## src/rtl/spu_sm_pkg.sv

```systemverilog
// Softmax sequencer shared definitions: phase codes and default latencies,
// also imported by the softmax datapath.
package spu_sm_pkg;

  typedef enum logic [2:0] {
    SM_IDLE       = 3'b000,
    SM_EU_STAGE_A = 3'b001,
    SM_RECI       = 3'b011,
    SM_EU_STAGE_B = 3'b100,
    SM_MAX        = 3'b101
  } sm_state_e;

  localparam int SM_AW_DEF      = 10;
  localparam int SM_RD_LAT_DEF  = 1;
  localparam int SM_EUA_LAT_DEF = 1;
  localparam int SM_EUB_LAT_DEF = 2;
  localparam int SM_PERF_W      = 24;

  function automatic int sm_max(input int a, input int b);
    return (a > b) ? a : b;
  endfunction

endpackage

```

## src/rtl/spu_sm_ctrl_if.sv

```systemverilog
// Row-buffer port and softmax datapath strobes driven by the sequencer.
interface spu_sm_ctrl_if #(
  parameter int AW = 10
);
  logic [2:0]    sm_state;
  logic          comp_rst;
  logic          comp_en;
  logic          adder_tree_en;
  logic          reci_exp_sum_en;
  logic          reci_exp_sum_finish;
  logic          mem_rd_en;
  logic [AW-1:0] mem_rd_addr;
  logic          mem_wr_en;
  logic [AW-1:0] mem_wr_addr;

  modport master (
    output sm_state, comp_rst, comp_en, adder_tree_en, reci_exp_sum_en,
    output mem_rd_en, mem_rd_addr, mem_wr_en, mem_wr_addr,
    input  reci_exp_sum_finish
  );

  modport slave (
    input  sm_state, comp_rst, comp_en, adder_tree_en, reci_exp_sum_en,
    input  mem_rd_en, mem_rd_addr, mem_wr_en, mem_wr_addr,
    output reci_exp_sum_finish
  );
endinterface

```

## src/rtl/spu_sm_vld_pipe.sv

```systemverilog
// Valid+address delay line with a selectable output tap (1..DEPTH) and a
// flag telling whether anything is still in flight ahead of that tap.
module spu_sm_vld_pipe #(
  parameter int AW    = 10,
  parameter int DEPTH = 1,
  parameter int TW    = $clog2(DEPTH + 1)
) (
  input  logic          core_clk,
  input  logic          rst_n,
  input  logic          clr,
  input  logic          in_vld,
  input  logic [AW-1:0] in_addr,
  input  logic [TW-1:0] tap,
  output logic          out_vld,
  output logic [AW-1:0] out_addr,
  output logic          pend
);

  logic [DEPTH-1:0] vld_p;
  logic [AW-1:0]    addr_p [DEPTH];

  always_ff @(posedge core_clk or negedge rst_n) begin
    if (!rst_n) begin
      vld_p <= '0;
      for (int i = 0; i < DEPTH; i++) addr_p[i] <= '0;
    end else if (clr) begin
      vld_p <= '0;
      for (int i = 0; i < DEPTH; i++) addr_p[i] <= '0;
    end else begin
      vld_p[0]  <= in_vld;
      addr_p[0] <= in_addr;
      for (int i = 1; i < DEPTH; i++) begin
        vld_p[i]  <= vld_p[i-1];
        addr_p[i] <= addr_p[i-1];
      end
    end
  end

  always_comb begin
    out_vld  = 1'b0;
    out_addr = '0;
    pend     = 1'b0;
    for (int i = 0; i < DEPTH; i++) begin
      if (i == int'(tap) - 1) begin
        out_vld  = vld_p[i];
        out_addr = addr_p[i];
      end else if (i < int'(tap) - 1) begin
        pend = pend | vld_p[i];
      end
    end
  end

endmodule

```

## src/rtl/spu_sm_ctrl.sv

```systemverilog
// Softmax row sequencer: MAX -> EU_STAGE_A -> RECI -> EU_STAGE_B over one row.
// Optional per-row cycle counter enabled by SPU_SM_CTRL_PERF_EN.
module spu_sm_ctrl
  import spu_sm_pkg::*;
#(
  parameter int AW      = SM_AW_DEF,
  parameter int RD_LAT  = SM_RD_LAT_DEF,
  parameter int EUA_LAT = SM_EUA_LAT_DEF,
  parameter int EUB_LAT = SM_EUB_LAT_DEF
) (
  input  logic                 core_clk,
  input  logic                 rst_n,
  input  logic                 start,
  input  logic [AW-1:0]        base_addr,
  input  logic [AW-1:0]        row_len,
  output logic                 busy,
  output logic                 done,
  output logic [SM_PERF_W-1:0] perf_cycles,
  spu_sm_ctrl_if.master        dp
);

  localparam int WA_LAT   = RD_LAT + EUA_LAT;
  localparam int WB_LAT   = RD_LAT + EUB_LAT;
  localparam int WR_DEPTH = sm_max(WA_LAT, WB_LAT);
  localparam int RTW      = $clog2(RD_LAT + 1);
  localparam int WTW      = $clog2(WR_DEPTH + 1);

  sm_state_e     state_q, state_d;
  logic [AW-1:0] base_q, len_q, rd_cnt_q, rd_addr;
  logic          reci_sent_q, done_q;
  logic          rd_en, rd_done, wr_en, comp_rst, comp_en, adder_en, reci_en, row_done;
  logic          rd_vld, rd_pend, wr_vld, wr_pend, pipe_clr, accept_row;
  logic [AW-1:0] wr_addr, rd_addr_unused;
  logic [WTW-1:0] wr_tap;

  assign rd_done    = (rd_cnt_q == len_q);
  assign rd_addr    = base_q + rd_cnt_q;
  assign pipe_clr   = (state_d != state_q);
  assign accept_row = (state_q == SM_IDLE) && start && (row_len != '0);
  assign wr_tap     = (state_q == SM_EU_STAGE_A) ? WTW'(WA_LAT) : WTW'(WB_LAT);

  always_comb begin
    state_d  = state_q;
    rd_en    = 1'b0;
    wr_en    = 1'b0;
    comp_rst = 1'b0;
    comp_en  = 1'b0;
    adder_en = 1'b0;
    reci_en  = 1'b0;
    row_done = 1'b0;
    case (state_q)
      SM_IDLE: if (accept_row) state_d = SM_MAX;
      SM_MAX: begin
        rd_en    = !rd_done;
        comp_rst = (rd_cnt_q == '0);
        comp_en  = rd_vld;
        if (rd_done && rd_vld && !rd_pend) state_d = SM_EU_STAGE_A;
      end
      SM_EU_STAGE_A: begin
        rd_en    = !rd_done;
        wr_en    = wr_vld;
        adder_en = wr_vld;
        if (rd_done && wr_vld && !wr_pend) state_d = SM_RECI;
      end
      // finish in the same cycle as the en pulse advances immediately
      SM_RECI: begin
        reci_en = !reci_sent_q;
        if (dp.reci_exp_sum_finish) state_d = SM_EU_STAGE_B;
      end
      SM_EU_STAGE_B: begin
        rd_en = !rd_done;
        wr_en = wr_vld;
        if (rd_done && wr_vld && !wr_pend) begin
          state_d  = SM_IDLE;
          row_done = 1'b1;
        end
      end
      default: state_d = SM_IDLE;
    endcase
  end

  always_ff @(posedge core_clk or negedge rst_n) begin
    if (!rst_n) begin
      state_q     <= SM_IDLE;
      base_q      <= '0;
      len_q       <= '0;
      rd_cnt_q    <= '0;
      reci_sent_q <= 1'b0;
      done_q      <= 1'b0;
    end else begin
      state_q <= state_d;
      if (accept_row) begin
        base_q <= base_addr;
        len_q  <= row_len;
      end
      rd_cnt_q    <= pipe_clr ? '0 : rd_cnt_q + AW'(rd_en);
      reci_sent_q <= (state_q == SM_RECI);
      done_q      <= ((state_q == SM_IDLE) && start && (row_len == '0)) || row_done;
    end
  end

  // stage p0..: read-side strobe for the MAX comparator
  spu_sm_vld_pipe #(.AW(AW), .DEPTH(RD_LAT), .TW(RTW)) u_rd_pipe (
    .core_clk (core_clk),
    .rst_n    (rst_n),
    .clr      (pipe_clr),
    .in_vld   (rd_en),
    .in_addr  (rd_addr),
    .tap      (RTW'(RD_LAT)),
    .out_vld  (rd_vld),
    .out_addr (rd_addr_unused),
    .pend     (rd_pend)
  );

  // stage p0..: write-back strobe, tapped per EU phase
  spu_sm_vld_pipe #(.AW(AW), .DEPTH(WR_DEPTH), .TW(WTW)) u_wr_pipe (
    .core_clk (core_clk),
    .rst_n    (rst_n),
    .clr      (pipe_clr),
    .in_vld   (rd_en && (state_q != SM_MAX)),
    .in_addr  (rd_addr),
    .tap      (wr_tap),
    .out_vld  (wr_vld),
    .out_addr (wr_addr),
    .pend     (wr_pend)
  );

  assign busy                = (state_q != SM_IDLE);
  assign done                = done_q;
  assign dp.sm_state         = state_q;
  assign dp.comp_rst         = comp_rst;
  assign dp.comp_en          = comp_en;
  assign dp.adder_tree_en    = adder_en;
  assign dp.reci_exp_sum_en  = reci_en;
  assign dp.mem_rd_en        = rd_en;
  assign dp.mem_rd_addr      = rd_en ? rd_addr : '0;
  assign dp.mem_wr_en        = wr_en;
  assign dp.mem_wr_addr      = wr_en ? wr_addr : '0;

`ifdef SPU_SM_CTRL_PERF_EN
  logic [SM_PERF_W-1:0] perf_q;
  logic                 perf_run_q;

  always_ff @(posedge core_clk or negedge rst_n) begin
    if (!rst_n) begin
      perf_q     <= '0;
      perf_run_q <= 1'b0;
    end else if ((state_q == SM_IDLE) && start) begin
      perf_q     <= SM_PERF_W'(1);
      perf_run_q <= 1'b1;
    end else if (perf_run_q) begin
      if (perf_q != '1) perf_q <= perf_q + 1'b1;
      if (done_q) perf_run_q <= 1'b0;
    end
  end

  assign perf_cycles = perf_q;
`else
  assign perf_cycles = '0;
`endif

endmodule

```

## src/flat_wrapper.sv

```systemverilog
// flat-port wrapper written by rule: the top's interface ports become plain ports
module spu_sm_ctrl_flat import spu_sm_pkg::*;
#(
  parameter int AW      = SM_AW_DEF,
  parameter int RD_LAT  = SM_RD_LAT_DEF,
  parameter int EUA_LAT = SM_EUA_LAT_DEF,
  parameter int EUB_LAT = SM_EUB_LAT_DEF
)
  (core_clk, rst_n, start, base_addr, row_len, busy, done, perf_cycles, dp_sm_state, dp_comp_rst, dp_comp_en, dp_adder_tree_en, dp_reci_exp_sum_en, dp_mem_rd_en, dp_mem_rd_addr, dp_mem_wr_en, dp_mem_wr_addr, dp_reci_exp_sum_finish);
  spu_sm_ctrl_if #(.AW(AW)) dp_i ();
  input  logic core_clk;
  input  logic rst_n;
  input  logic start;
  input  logic [AW-1:0] base_addr;
  input  logic [AW-1:0] row_len;
  output logic busy;
  output logic done;
  output logic [SM_PERF_W-1:0] perf_cycles;
  output wire logic [$bits(dp_i.sm_state)-1:0] dp_sm_state;
  output wire logic [$bits(dp_i.comp_rst)-1:0] dp_comp_rst;
  output wire logic [$bits(dp_i.comp_en)-1:0] dp_comp_en;
  output wire logic [$bits(dp_i.adder_tree_en)-1:0] dp_adder_tree_en;
  output wire logic [$bits(dp_i.reci_exp_sum_en)-1:0] dp_reci_exp_sum_en;
  output wire logic [$bits(dp_i.mem_rd_en)-1:0] dp_mem_rd_en;
  output wire logic [$bits(dp_i.mem_rd_addr)-1:0] dp_mem_rd_addr;
  output wire logic [$bits(dp_i.mem_wr_en)-1:0] dp_mem_wr_en;
  output wire logic [$bits(dp_i.mem_wr_addr)-1:0] dp_mem_wr_addr;
  input wire logic [$bits(dp_i.reci_exp_sum_finish)-1:0] dp_reci_exp_sum_finish;
  assign dp_sm_state = dp_i.sm_state;
  assign dp_comp_rst = dp_i.comp_rst;
  assign dp_comp_en = dp_i.comp_en;
  assign dp_adder_tree_en = dp_i.adder_tree_en;
  assign dp_reci_exp_sum_en = dp_i.reci_exp_sum_en;
  assign dp_mem_rd_en = dp_i.mem_rd_en;
  assign dp_mem_rd_addr = dp_i.mem_rd_addr;
  assign dp_mem_wr_en = dp_i.mem_wr_en;
  assign dp_mem_wr_addr = dp_i.mem_wr_addr;
  assign dp_i.reci_exp_sum_finish = dp_reci_exp_sum_finish;
  spu_sm_ctrl #(.AW(AW), .RD_LAT(RD_LAT), .EUA_LAT(EUA_LAT), .EUB_LAT(EUB_LAT)) u_core (.core_clk(core_clk), .rst_n(rst_n), .start(start), .base_addr(base_addr), .row_len(row_len), .busy(busy), .done(done), .perf_cycles(perf_cycles), .dp(dp_i));
endmodule
```

## config.mk

```make
export PLATFORM = sky130hd
export DESIGN_NAME = spu_sm_ctrl_flat
export DESIGN_NICKNAME = d
export VERILOG_FILES = /design/src/rtl/spu_sm_pkg.sv /design/src/rtl/spu_sm_ctrl_if.sv /design/src/rtl/spu_sm_vld_pipe.sv /design/src/rtl/spu_sm_ctrl.sv /design/src/flat_wrapper.sv
export SDC_FILE = /design/constraint.sdc
export NUM_CORES = 1
export LEC_CHECK = 0
export BUFFER_PORTS_ARGS = -buffer_cell sky130_fd_sc_hd__clkbuf_2
export CAP_MARGIN = 20
export CORE_ASPECT_RATIO = 0.5
export CORE_UTILIZATION = 54
export CTS_CLUSTER_SIZE = 12
export DETAILED_ROUTE_END_ITERATION = 8
export GPL_TIMING_DRIVEN = 0
export PLACE_DENSITY = 0.81
export REMOVE_ABC_BUFFERS = 1
export SETUP_SLACK_MARGIN = 0.4
export SKIP_LAST_GASP = 1
export SLEW_MARGIN = 30
export SYNTH_ARGS = -nofsm -noshare
export SYNTH_HDL_FRONTEND = slang
export SYNTH_SLANG_ARGS = --single-unit
export TNS_END_PERCENT = 1
```

## constraint.sdc

```tcl
create_clock -name core_clk -period 3 [get_ports core_clk]
set_input_delay 0.6 -clock core_clk [delete_from_list [all_inputs] [get_ports core_clk]]
set_output_delay 0.6 -clock core_clk [all_outputs]
set_load 0.02 [all_outputs]
```

==> results.sh <==
export IMPL_yosys_area_top_type_share_pct=48.4
export IMPL_slew_headroom_pct=47.9
export IMPL_outcome="finished, final reports clean"
export IMPL_fin_nets=438
export IMPL_endpoint_kind="primary output"
export IMPL_place_inst=475
export IMPL_cts_max_level=3
export IMPL_period_minus_slack_ns=2.94
export IMPL_postRouteAntennaNets=0
export IMPL_arrival_ns=2.34
export IMPL_core_area_um2=6230
export IMPL_dieWidth_um=117
export IMPL_intPower_w=0.00322
export IMPL_wl_per_cell_um=15.4
export IMPL_start_util_pct=57.3
export IMPL_synth_seq_cells=69
export IMPL_die_y_um=59.5
export IMPL_skew_ns=0.00462
export IMPL_p_seq_share_pct=31.0
export IMPL_yosys_top_cells_area="dfrtp_1 (48%), mux2_2 (6.0%), buf_4 (5.0%)"
export IMPL_placed_cell_area_um2=3830
export IMPL_yosysSeqAreaShare_pct=48.4
export IMPL_cp_required_ns=2.40
export IMPL_syn_inst=348
export IMPL_grt_max_degree=45
export IMPL_crit_slowest_cell="dfrtp_2"
export IMPL_rows=20
export IMPL_areaGrowthSynthToFinish_pct=19.4
export IMPL_grt_pass1_wl_um=12200
export IMPL_root_buffer="clkbuf_16"
export IMPL_final_util_pct=68.4
export IMPL_insertion_delay_ns=0.33
export IMPL_finalInstanceArea_um2=4260
export IMPL_min_path_type="primary input to asynchronous set/reset pin"
export IMPL_cts_path_max_buffers=2
export IMPL_critical_path_class="flop to primary output"
export IMPL_hold_viol_final=0
export IMPL_max_cap_violations=0
export IMPL_clkPwrFrac_pct=19.3
export IMPL_ios=79
export IMPL_io_buffers=54
export IMPL_max_freq_mhz=340
export IMPL_dieArea_um2=6960
export IMPL_grt_pass1_vias=2502
export IMPL_synth_edf_count=0
export IMPL_powerDensity_nw_per_um2=1300
export IMPL_post_dp_hpwl_um=4930
export IMPL_maxSlewViolCount=0
export IMPL_worstSetupStartpointType="flop"
export IMPL_setup_viol=0
export IMPL_peakVddDrop_mv=0.545
export IMPL_syn_area_um2=3570
export IMPL_tightest_slew_ns=0.781
export IMPL_worstPathCellList="ha_1 -> a211oi_1 -> o21bai_1 -> o22ai_4 -> mux2i_2 -> nor2_1 -> clkbuf_2"
export IMPL_cts_sinks=69
export IMPL_combPwrFrac_pct=49.7
export IMPL_synth_common_cells="dfrtp_1 (69), nor2_1 (36), nand2_1 (28), and2_1 (27), buf_4 (24)"
export IMPL_worst_slack_ns=0.0593
export IMPL_yosysMostFrequentCell="dfrtp_1"
export IMPL_p_sw_share_pct=42.0
export IMPL_synth_flop_cell="dfrtp_1"
export IMPL_synthDistinctLibCells=46
export IMPL_rsz0062_at_grt="yes"
export IMPL_dr_pass1_iters=4
export IMPL_cts_buffers=9
export IMPL_diodes=0
export IMPL_viasPerCell=5.41
export IMPL_dp_worst_setup_slack_ns=-0.0632
export IMPL_finalPower_w=0.00556
export IMPL_overflow=0
export IMPL_async_flop_share_pct=100
export IMPL_yosys_warnings=0
export IMPL_drtIter0Drc=141
export IMPL_fillers=450
export IMPL_instances_no_fill=495
export IMPL_reg2reg_depth=11
export IMPL_path_clk_slew_ns=0.05
export IMPL_critPathMaxStageDelay_ns=0.45
export IMPL_grt_total_usage_pct=23.9
export IMPL_p_sw_w=0.00233
export IMPL_place_congestion=0.808
export IMPL_num_vias=2676
export IMPL_drc=0
export IMPL_totalWireLength_um=7630
export IMPL_syn_avg_cell_area_um2=10.3
export IMPL_drive_above_1_share_pct=27.5
export IMPL_antenna_found_initial=0
export IMPL_cts_tree="done"
export IMPL_leakage_nw=2.01
export IMPL_worstPathMaxFanout=4
export IMPL_timing_final_crit_share_pct=98.0
export IMPL_yosysTopAreaCell="dfrtp_1"
[worst paths after layout]
check	from	end	slack, ns
min in group core_clk	u_core.u_wr_pipe.addr_p[26]$_DFF_PN0_	u_core.u_wr_pipe.addr_p[16]$_DFF_PN0_	0.44
setup / recovery	u_core.rd_cnt_q[1]$_DFF_PN0_	dp_mem_rd_addr[9]	0.06
max in group asynchronous	rst_n	u_core.rd_cnt_q[0]$_DFF_PN0_	2.24
hold / removal	rst_n	u_core.len_q[8]$_DFFE_PN0P_	0.21
setup reg to reg	u_core.rd_cnt_q[0]$_DFF_PN0_	u_core.rd_cnt_q[6]$_DFF_PN0_	0.21
hold reg to reg	u_core.u_wr_pipe.addr_p[26]$_DFF_PN0_	u_core.u_wr_pipe.addr_p[16]$_DFF_PN0_	0.44
[per-stage QoR]
step	TNS (ns)	hold WS [ns]
floorplan	0	0.304
global placement	-14.15	0.435
detailed placement	-0.0984	0.439
CTS	0	0.227
global route	-0.0338	0.236
finish	0	0.212
[repair_timing]
item,CTS,global route
buffers inserted,3,1
hold buffers,0,0
setup endpoints to repair,41,65
pin swaps,2,1
gates resized for setup,12,5
[placed cells by master, fill, tap and decap left out, types with 2 or more instances in the layout]
cell type / count
nand3_1: 5
dfrtp_2: 3
a221o_1: 2
xor2_1: 14
dfrtp_1: 66
nor2b_1: 6
a211o_1: 2
buf_4: 4
clkinvlp_4: 2
ha_4: 3
a21oi_1: 15
mux2_2: 19
and3_1: 3
clkbuf_16: 9
nor2_1: 36
and2_1: 27
clkbuf_8: 2
o21a_1: 3
nand2b_1: 2
a21o_1: 3
clkbuf_2: 52
nand2_1: 28
ha_1: 7
nor4_1: 4
xnor2_1: 13
o22ai_1: 2
conb_1: 24
inv_1: 9
nand4_1: 6
o21ai_0: 4
[layout make-up]
class                   instances  area (µm²)  share of cell area, %
flip-flops and latches         69        1730                   40.6
multi-input cells             254        1760                   41.2
well taps                      88         110                   2.58
clock inverters                 5        58.8                   1.38
inverters                       9        33.8                  0.792
clock buffers                  11         253                   5.93
repair buffers                 59         323                   7.57
[per-layer routing]
| metal | track usage (%) | up-vias | routed length [µm] | part of all wire (%) |
|---|---|---|---|---|
| li1 | - | 1240 | - | - |
| met1 | 30.7 | 1310 | 3300 | 43 |
| met2 | 38.1 | 98 | 3750 | 49 |
| met3 | 6.95 | 28 | 379 | 5.0 |
| met4 | 10.5 | 0 | 202 | 2.6 |
| met5 | 0 | - | 0 | 0 |
[cells by family after synthesis]
| logic type | Yosys count | synth area share (%) |
|---|---|---|
| compound gates | 41 | 7.53 |
| xor+xnor | 27 | 6.62 |
| fa+ha+maj | 12 | 4.41 |
| buf+inv | 48 | 7.99 |
| flops | 69 | 48.4 |
| mux | 21 | 6.55 |
| other cells | 1 | 0.105 |
| simple gates | 129 | 18.4 |
[power groups by stage]
stage                     Sequential (W)  Clock [W]  Combinational [W]
after global routing             0.00177    0.00113            0.00299
after CTS                        0.00170    0.00108            0.00261
after detailed placement         0.00171          0            0.00240
final                            0.00172    0.00107            0.00276
after floorplan                  0.00162          0            0.00178
after global placement           0.00168          0            0.00228
[state kept, by name (all words and copies together), names as in the netlist]
name and cells:
u_core.rd_cnt_q 10, u_core.reci_sent_q 1, u_core.base_q 10, u_core.u_wr_pipe.vld_p 3, u_core.dp.sm_state 3, u_core.len_q 10, u_core.u_wr_pipe.addr_p 30, u_core.u_rd_pipe.vld_p 1
u_core.done 1
[worst max-delay path, delay by kind of cell, from the launching register on]
| family | cells | cell delay [ns] |
|---|---|---|
| DFF | 1 | 0.45 |
| AOI/OAI and AO/OA | 3 | 0.63 |
| muxes | 1 | 0.32 |
| adders and majority gates | 1 | 0.34 |
| buffers and inverters | 1 | 0.17 |
| and+or+nand+nor | 1 | 0.09 |
No activity file was read; power rests on OpenSTA's default activity.
